### config.mk
export PLATFORM = sky130hd
export DESIGN_NAME = pc_seq_flat
export DESIGN_NICKNAME = d
export VERILOG_FILES = /design/src/rtl/pc_seq_if.sv /design/src/rtl/pc_seq.sv /design/src/flat_wrapper.sv
export SDC_FILE = /design/constraint.sdc
export NUM_CORES = 1
export LEC_CHECK = 0
export ABC_AREA = 1
export CORE_MARGIN = 2
export CORE_UTILIZATION = 40
export DETAILED_ROUTE_END_ITERATION = 12
export PLACE_DENSITY = 0.62
export SYNTH_ARGS = -nofsm -noshare
export SYNTH_HDL_FRONTEND = slang
export SYNTH_SLANG_ARGS = --single-unit
### constraint.sdc
create_clock -name clk -period 2.1 [get_ports clk]
set_input_delay 0.42 -clock clk [delete_from_list [all_inputs] [get_ports clk]]
set_output_delay 0.42 -clock clk [all_outputs]
set_load 0.005 [all_outputs]
### src/rtl/pc_seq_if.sv
// Control/status bundle between the CPU sequencer logic and the program counter.
// master drives control requests and branch data; slave is the program counter.
interface pc_seq_if #(
    parameter int unsigned AW    = 12,
    parameter int unsigned DEPTH = 4
);
    localparam int unsigned SPW = $clog2(DEPTH + 1);

    logic          stop;
    logic          resume;
    logic          stall;
    logic          branchRel;
    logic          branchAbs;
    logic          call;
    logic          ret;
    logic [AW-1:0] inData;

    logic [AW-1:0]  insAd;
    logic           halted;
    logic           fault;
    logic [SPW-1:0] sp;
    logic           stackFull;
    logic           stackEmpty;

    modport master (
        output stop, resume, stall, branchRel, branchAbs, call, ret, inData,
        input  insAd, halted, fault, sp, stackFull, stackEmpty
    );

    modport slave (
        input  stop, resume, stall, branchRel, branchAbs, call, ret, inData,
        output insAd, halted, fault, sp, stackFull, stackEmpty
    );
endinterface

### src/rtl/pc_seq.sv
// Program counter with sequential/relative/absolute updates, call/return stack,
// stall and sticky halt; stack faults park the core in S_FAULT until reset.
module pc_seq #(
    parameter int unsigned   AW         = 12,
    parameter int unsigned   DEPTH      = 4,
    parameter logic [AW-1:0] RESET_ADDR = '0
) (
    input  logic     clk,
    input  logic     reset,
    pc_seq_if.slave  bus
);
    localparam int unsigned SPW = $clog2(DEPTH + 1);
    localparam int unsigned IW  = (DEPTH > 1) ? $clog2(DEPTH) : 1;

    // S_HALT and S_FAULT both freeze the PC; only S_HALT responds to resume.
    typedef enum logic [1:0] {
        S_RUN,
        S_HALT,
        S_FAULT
    } state_t;

    state_t         state;
    logic [AW-1:0]  insAd_q;
    logic [SPW-1:0] sp_q;
    logic [AW-1:0]  stack [DEPTH];

    logic           full;
    logic           empty;
    logic [IW-1:0]  push_idx;
    logic [IW-1:0]  pop_idx;
    logic [AW-1:0]  insAd_inc;

    assign full      = (sp_q == SPW'(DEPTH));
    assign empty     = (sp_q == '0);
    assign push_idx  = IW'(sp_q);
    assign pop_idx   = IW'(sp_q - SPW'(1));
    assign insAd_inc = insAd_q + AW'(1);

    always_ff @(posedge clk) begin
        if (reset) begin
            state   <= S_RUN;
            insAd_q <= RESET_ADDR;
            sp_q    <= '0;
        end else if (bus.stop) begin
            // A stop during a fault must not downgrade it to a resumable halt.
            if (state == S_RUN) begin
                state <= S_HALT;
            end
        end else if (state != S_RUN) begin
            if (state == S_HALT && bus.resume) begin
                state <= S_RUN;
            end
        end else if (bus.stall) begin
            insAd_q <= insAd_q;
        end else if (bus.ret) begin
            if (empty) begin
                state <= S_FAULT;
            end else begin
                insAd_q <= stack[pop_idx];
                sp_q    <= sp_q - SPW'(1);
            end
        end else if (bus.call) begin
            if (full) begin
                state <= S_FAULT;
            end else begin
                stack[push_idx] <= insAd_inc;
                sp_q            <= sp_q + SPW'(1);
                insAd_q         <= bus.inData;
            end
        end else if (bus.branchAbs) begin
            insAd_q <= bus.inData;
        end else if (bus.branchRel) begin
            insAd_q <= insAd_q + bus.inData;
        end else begin
            insAd_q <= insAd_inc;
        end
    end

    assign bus.insAd      = insAd_q;
    assign bus.halted     = (state != S_RUN);
    assign bus.fault      = (state == S_FAULT);
    assign bus.sp         = sp_q;
    assign bus.stackFull  = full;
    assign bus.stackEmpty = empty;
endmodule

### src/flat_wrapper.sv
// flat-port wrapper written by rule: the top's interface ports become plain ports
module pc_seq_flat 
#(
    parameter int unsigned   AW         = 12,
    parameter int unsigned   DEPTH      = 4,
    parameter logic [AW-1:0] RESET_ADDR = '0
)
  (clk, reset, bus_stop, bus_resume, bus_stall, bus_branchRel, bus_branchAbs, bus_call, bus_ret, bus_inData, bus_insAd, bus_halted, bus_fault, bus_sp, bus_stackFull, bus_stackEmpty);
  pc_seq_if #(.AW(AW), .DEPTH(DEPTH)) bus_i ();
  input  logic clk;
  input  logic reset;
  input wire logic [$bits(bus_i.stop)-1:0] bus_stop;
  input wire logic [$bits(bus_i.resume)-1:0] bus_resume;
  input wire logic [$bits(bus_i.stall)-1:0] bus_stall;
  input wire logic [$bits(bus_i.branchRel)-1:0] bus_branchRel;
  input wire logic [$bits(bus_i.branchAbs)-1:0] bus_branchAbs;
  input wire logic [$bits(bus_i.call)-1:0] bus_call;
  input wire logic [$bits(bus_i.ret)-1:0] bus_ret;
  input wire logic [$bits(bus_i.inData)-1:0] bus_inData;
  output wire logic [$bits(bus_i.insAd)-1:0] bus_insAd;
  output wire logic [$bits(bus_i.halted)-1:0] bus_halted;
  output wire logic [$bits(bus_i.fault)-1:0] bus_fault;
  output wire logic [$bits(bus_i.sp)-1:0] bus_sp;
  output wire logic [$bits(bus_i.stackFull)-1:0] bus_stackFull;
  output wire logic [$bits(bus_i.stackEmpty)-1:0] bus_stackEmpty;
  assign bus_i.stop = bus_stop;
  assign bus_i.resume = bus_resume;
  assign bus_i.stall = bus_stall;
  assign bus_i.branchRel = bus_branchRel;
  assign bus_i.branchAbs = bus_branchAbs;
  assign bus_i.call = bus_call;
  assign bus_i.ret = bus_ret;
  assign bus_i.inData = bus_inData;
  assign bus_insAd = bus_i.insAd;
  assign bus_halted = bus_i.halted;
  assign bus_fault = bus_i.fault;
  assign bus_sp = bus_i.sp;
  assign bus_stackFull = bus_i.stackFull;
  assign bus_stackEmpty = bus_i.stackEmpty;
  pc_seq #(.AW(AW), .DEPTH(DEPTH), .RESET_ADDR(RESET_ADDR)) u_core (.clk(clk), .reset(reset), .bus(bus_i));
endmodule
# After elaboration in Yosys (flattened, before gate mapping)
# Memories as Yosys holds them, arrays and structs flattened.
# Cells that the tools add are included.
dict set report word_totals {
  reg_bits 17
  latchBits 0
  mem_bits_rw 48
  mem_bits_ro 0
  input_bits 21
  word_cells 58
  mem_count 1
}
dict set report op_classes {
  addsub 4
  multipliers 0
  div_mod_pow 0
  n_lt_le_gt_ge 0
  n_eq_ne 10
  shifts 0
  mux 27
  bitwise_logic 3
  reduce_logical 10
}
# name depth width rd rd_ports_with_merged_regs wr line
set mem_list {}
lappend mem_list {u_core.stack 4 12 1 0 1 pc_seq.sv:25} ;# logic [AW-1:0] stack [DEPTH];
# cell count
set ops {}
lappend ops {{two-way mux 12 bit} 6}
lappend ops {{two-way mux 2 bit} 9}
lappend ops {{adder 12 x 1 -> 12 bit (second input constant)} 1}
lappend ops {{adder 12 bit} 1}
lappend ops {{two-way mux 3 bit} 4}
lappend ops {{AND reduction 6 bit} 2}
lappend ops {{two-way mux 1 bit} 8}
lappend ops {{nonzero test 4 bit} 2}
lappend ops {{inequality test 3 x 2 -> 1 bit (second input constant)} 2}
lappend ops {{AND reduction 5 bit} 1}
lappend ops {{inequality test 2 bit (second input constant)} 2}
lappend ops {{inequality test 4 x 2 -> 1 bit (second input constant)} 1}
lappend ops {{nonzero test 2 bit} 2}
lappend ops {{adder 3 x 1 -> 3 bit (second input constant)} 1}
lappend ops {{equality test 3 bit (second input constant)} 1}
lappend ops {{zero test 3 bit} 1}
lappend ops {{inequality test 3 bit (second input constant)} 1}
lappend ops {{NOT 1 bit} 3}
lappend ops {{subtractor 3 x 1 -> 3 bit (second input constant)} 1}
lappend ops {{equality test 2 x 1 -> 1 bit (second input constant)} 1}
lappend ops {{equality test 2 bit (second input constant)} 1}
lappend ops {{zero test 2 bit} 1}
lappend ops {{inequality test 2 x 1 -> 1 bit (second input constant)} 1}
lappend ops {{logical AND 1 bit} 1}

# Longest topological paths before layout
# Gate-level depths: netlist (run 1).
dict set report logic_depth {
  word_depth 9
  depth_mapped 15
  ltp_nobuf 14
}

# Worst setup path before layout (run 1)
# OpenSTA, ideal clock, no wires.
dict set report synth_path {
  kind {flip-flop to flip-flop}
  start {register u_core.sp_q[0] (netlist: u_core.bus.sp[0])}
  end {memory u_core.stack[1][0], enable pin}
  setup_ns 0.380
  arrival_ns 1.786
  setup_slack_ns -0.066
  path_stages_with_launch 8
  period_less_slack_ns 2.166
  path_cell_list {dfxtp_1 > buf_2 > inv_2 > buf_2 > ha_1 > nand2_1 > nand4_1 > nor2_1}
}
dict set report synth_via {
  elab_chain_cells 9
}
# item line
set synth_lines {}
lappend synth_lines {{start, declared} pc_seq.sv:24} ;# logic [SPW-1:0] sp_q;
lappend synth_lines {{start signal, assigned} pc_seq.sv:60} ;# sp_q <= sp_q - SPW'(1);
lappend synth_lines {{start signal, assigned} pc_seq.sv:67} ;# sp_q <= sp_q + SPW'(1);
lappend synth_lines {{equality test 3 bit} pc_seq.sv:33} ;# assign full = (sp_q == SPW'(DEPTH));
lappend synth_lines {{two-way mux 1 bit} pc_seq.sv:63} ;# if (full) begin
lappend synth_lines {{two-way mux 1 bit} pc_seq.sv:62} ;# end else if (bus.call) begin
lappend synth_lines {{two-way mux 1 bit} pc_seq.sv:55} ;# end else if (bus.ret) begin
lappend synth_lines {{two-way mux 1 bit} pc_seq.sv:53} ;# end else if (bus.stall) begin
lappend synth_lines {{two-way mux 1 bit} pc_seq.sv:49} ;# end else if (state != S_RUN) begin
lappend synth_lines {{two-way mux 1 bit} pc_seq.sv:44} ;# end else if (bus.stop) begin
lappend synth_lines {{two-way mux 1 bit} pc_seq.sv:40} ;# if (reset) begin
lappend synth_lines {{two-way mux 1 bit (implied by the code)} pc_seq.sv:66} ;# stack[push_idx] <= insAd_inc;
lappend synth_lines {{end, declared} pc_seq.sv:25}
# Several ways; a longest one is shown, not always the timed one.

# Worst setup path in the final report (run 1)
dict set report layout_path {
  start {register u_core.sp_q[1] (netlist: u_core.bus.sp[1])}
  end {output port bus_stackFull}
}
dict set report layout_via {
  elab_chain_cells 1
}
# item line
set layout_lines {}
lappend layout_lines {{equality test 3 bit} pc_seq.sv:33}
lappend layout_lines {{end, declared} flat_wrapper.sv:24} ;# output wire logic [$bits(bus_i.stackFull)-1:0] bus_stackFull;
# Every way passes these cells.

==> results.cfg, run 1 <==
[run_status]
outcome = finished, final reports clean

[cts]
clk_pin_slew_ns = 0.07
cts_tree = done
cts_max_path_buffers = 2
worstSkewPairLatency_ns = 0.34
h-tree-depth = 3
cts_hold_buf = 0
cts_inserted_buffers = 9
numClockSinks = 65
clockRootBuffer = clkbuf_8

[logic_synthesis]
yosysWarnings = 0
syn_area_sq_mm = 0.003904
synth_area_leaders = edfxtp_1 37%, nand2_1 9.7%, dfxtp_1 8.7%, ha_1 5.4%, inv_1 5.0%
synthDistinctLibCells = 36
synth_area_leader_cell = edfxtp_1
yosysSeqAreaShare_pct = 45.64
synth_seq_cells = 65
synth_cells = 480
yosysTopAreaCellShare_pct = 36.92
synth-edff-count = 48
syn_avg_cell_area_sq_um = 8.133
synth_flop_cell = edfxtp_1
synthArstFlopShare_pct = 0
synth_fp_nets = 519

[timing]
min_period_over_period_pct = 96.79
fin_crit_ns = 2.033
fin_ws_ns = 0.06744
slew_headroom_pct = 74.80
tightest_slew_ns = 0.3775
fmax_mhz = 492.0
holdWs_ns = 0.5119
finClkSkew_ns = 0.008446
drv_slew = 0
setup_viol = 0
grt_setup_unrepaired = no
finalHoldViolCount = 0

[floorplanning]
die_x_um = 102.8
initial_core_util_pct = 40.50
die-area_sq_mm = 0.01057
rows = 36
die_h_um = 102.8
ioPinCount = 40
core_area_sq_mm = 0.009639

[detailed_routing]
ant_nets = 0
drc_errors = 0
dr.pass1.iters = 4
vias_per_cell = 5.105
routedWlPerCell_um = 15.22
routed_wl_um = 10700
drtIter0Drc = 246
dr_total_vias = 3589

[setup_path]
slowest_delay_ns = 0.51
reg2reg_to = u_core.bus.insAd[6]$_SDFFE_PP0P_
timing.critical_path.mode_cell = inv_2
endpoint = bus_stackFull
critPathKind = reg -> out
startpoint = u_core.bus.sp[1]$_SDFFE_PP0P_
end_kind = output port
worstPathCellList = inv_2 > ha_2 > nand2_1 > inv_2 > clkdlybuf4s50_1
cp_max_fo = 4
arrival_ns = 1.61
critPathRequiredTime_ns = 1.68
startpoint_type = flop
crit_slowest_cell = clkdlybuf4s50_1
worstReg2RegStart = u_core.bus.insAd[1]$_SDFFE_PP0P_
reg2reg_depth = 12
r2r_slack_ns = 0.22

[power_and_ir_drop]
ir_worst_vdd_v = 0.0002510
p_per_area_mw_per_mm2 = 636.7
power_leakage_nw = 2.073

[placed_design]
pre_cts_slack_ns = -0.3321
io_buffers = 39
dp_cells = 686
gp_congestion = 0.8487
hpwl_um = 7842

[grt]
grt_max_degree = 29
overflow = 0
grt-busiest-layer = met2
grt_usage_pct = 21.41
grt_antenna_before_repair = 0
grt_pass1_vias = 3428
grtUsageMet1_pct = 28.66
grt_pass1_wl_um = 17040
grt_use_met2_pct = 35.80
gr-usage-met3_pct = 3.525

[final_layout]
final_cell_mix = 99 x nand2_1, 51 x inv_1, 51 x nor2_1
layout_commonest_cell = nand2_1
utilization_pct = 51.62
nFillCells = 984
fin_nets = 604
drive_above_1_share_pct = 17.02
layout.cells.non_filler = 703
n_antenna_cell = 0
areaGrowthSynthToFinish_pct = 27.47

[min_path]
hold_start = u_core.bus.sp[1]$_SDFFE_PP0P_
hold_path_class = reg -> reg

[run]
timing.max_cap.violations = 0
[power by group]
part / switching, mW / internal (mW)
Clock: 0.482 / 0.424
Combinational: 0.440 / 0.353
Sequential: 0.0468 / 1.42
[worst min path at each step]
stage               slack (ns)                             to  depth (start not counted)
CTS                       0.53   u_core.state[1]$_SDFFE_PP0P_                          2
global route              0.52  u_core.bus.sp[1]$_SDFFE_PP0P_                          2
floorplan                 0.50   u_core.state[1]$_SDFFE_PP0P_                          2
global placement          0.51   u_core.state[1]$_SDFFE_PP0P_                          2
detailed placement        0.52   u_core.state[1]$_SDFFE_PP0P_                          2
finish                    0.51  u_core.bus.sp[1]$_SDFFE_PP0P_                          2
[routing by layer]
layer  routed length, um  vias up  share of wire (%)
met3                 535       17                5.0
met2                4993      107                 47
met5                   0        -                  0
li1                    -     1788                  -
met1                4982     1677                 47
met4                 189        0                1.8
[repair_timing]
action / in CTS / in global routing
gates resized for setup: 1 / 10
buffers inserted: 0 / 1
setup endpoints to repair: 1 / 9
hold endpoints to repair: 0 / 0
[state kept, by name, indices dropped and copies added, names as in the netlist]
name              cells
u_core.stack         48
u_core.bus.insAd     12
u_core.bus.sp         3
u_core.state          2
[cell families after synthesis]
logic type / Yosys count / share of synthesized area (%)
simple gates: 198 / 21.60
fa+ha+maj: 18 / 5.961
xor+xnor: 10 / 2.244
buf+inv: 78 / 8.365
flops: 65 / 45.64
compound gates: 111 / 16.19
[worst max-delay path, delay by kind of cell, from the launching register on]
family                   cells  cell delay [ns]
buffers and inverters        3             0.70
AND/OR/NAND/NOR              1             0.08
adder cells (fa/ha/maj)      1             0.18
flip-flops                   1             0.32
[final cells by class]
type | instances | area [sq um] | share of cell area (%)
Multi-Input combinational cell | 337 | 1821 | 36.59
Clock buffer | 11 | 131.4 | 2.640
Tap cell | 133 | 166.4 | 3.344
Sequential cell | 65 | 1783 | 35.83
Timing Repair Buffer | 89 | 805.8 | 16.19
Inverter | 63 | 236.5 | 4.752
Clock inverter | 5 | 32.53 | 0.6538
[synthesized netlist by cell type (3+ instances only)]
cell type / count
inv_1: 52
xor2_1: 9
clkinv_1: 6
a21oi_2: 4
o221ai_1: 3
nand4_1: 8
inv_2: 5
nor2_4: 3
nor2_2: 4
a21oi_1: 30
o21ai_0: 37
o21ai_1: 21
buf_2: 7
dfxtp_1: 17
nand2_2: 3
ha_1: 17
nand3_1: 24
nor2_1: 52
o22ai_1: 9
edfxtp_1: 48
nand2_1: 101
clkbuf_1: 4
[stage by stage]
step	instance area, sq um	power, mW	TNS, ns
floorplan	3904	1.933	-3.174
global placement	4776	2.263	-1.567
detailed placement	4776	2.278	-1.970
CTS	4942	3.177	0
global route	4976	3.348	0
finish	4976	3.168	0
(Power assumes the default switching activity.)
==> run 2: changes to the inputs <==
- CAP_MARGIN: not set -> 20
==> results of run 2 <==
No change in the layout: final DEF, timing and power equal those of run 1.
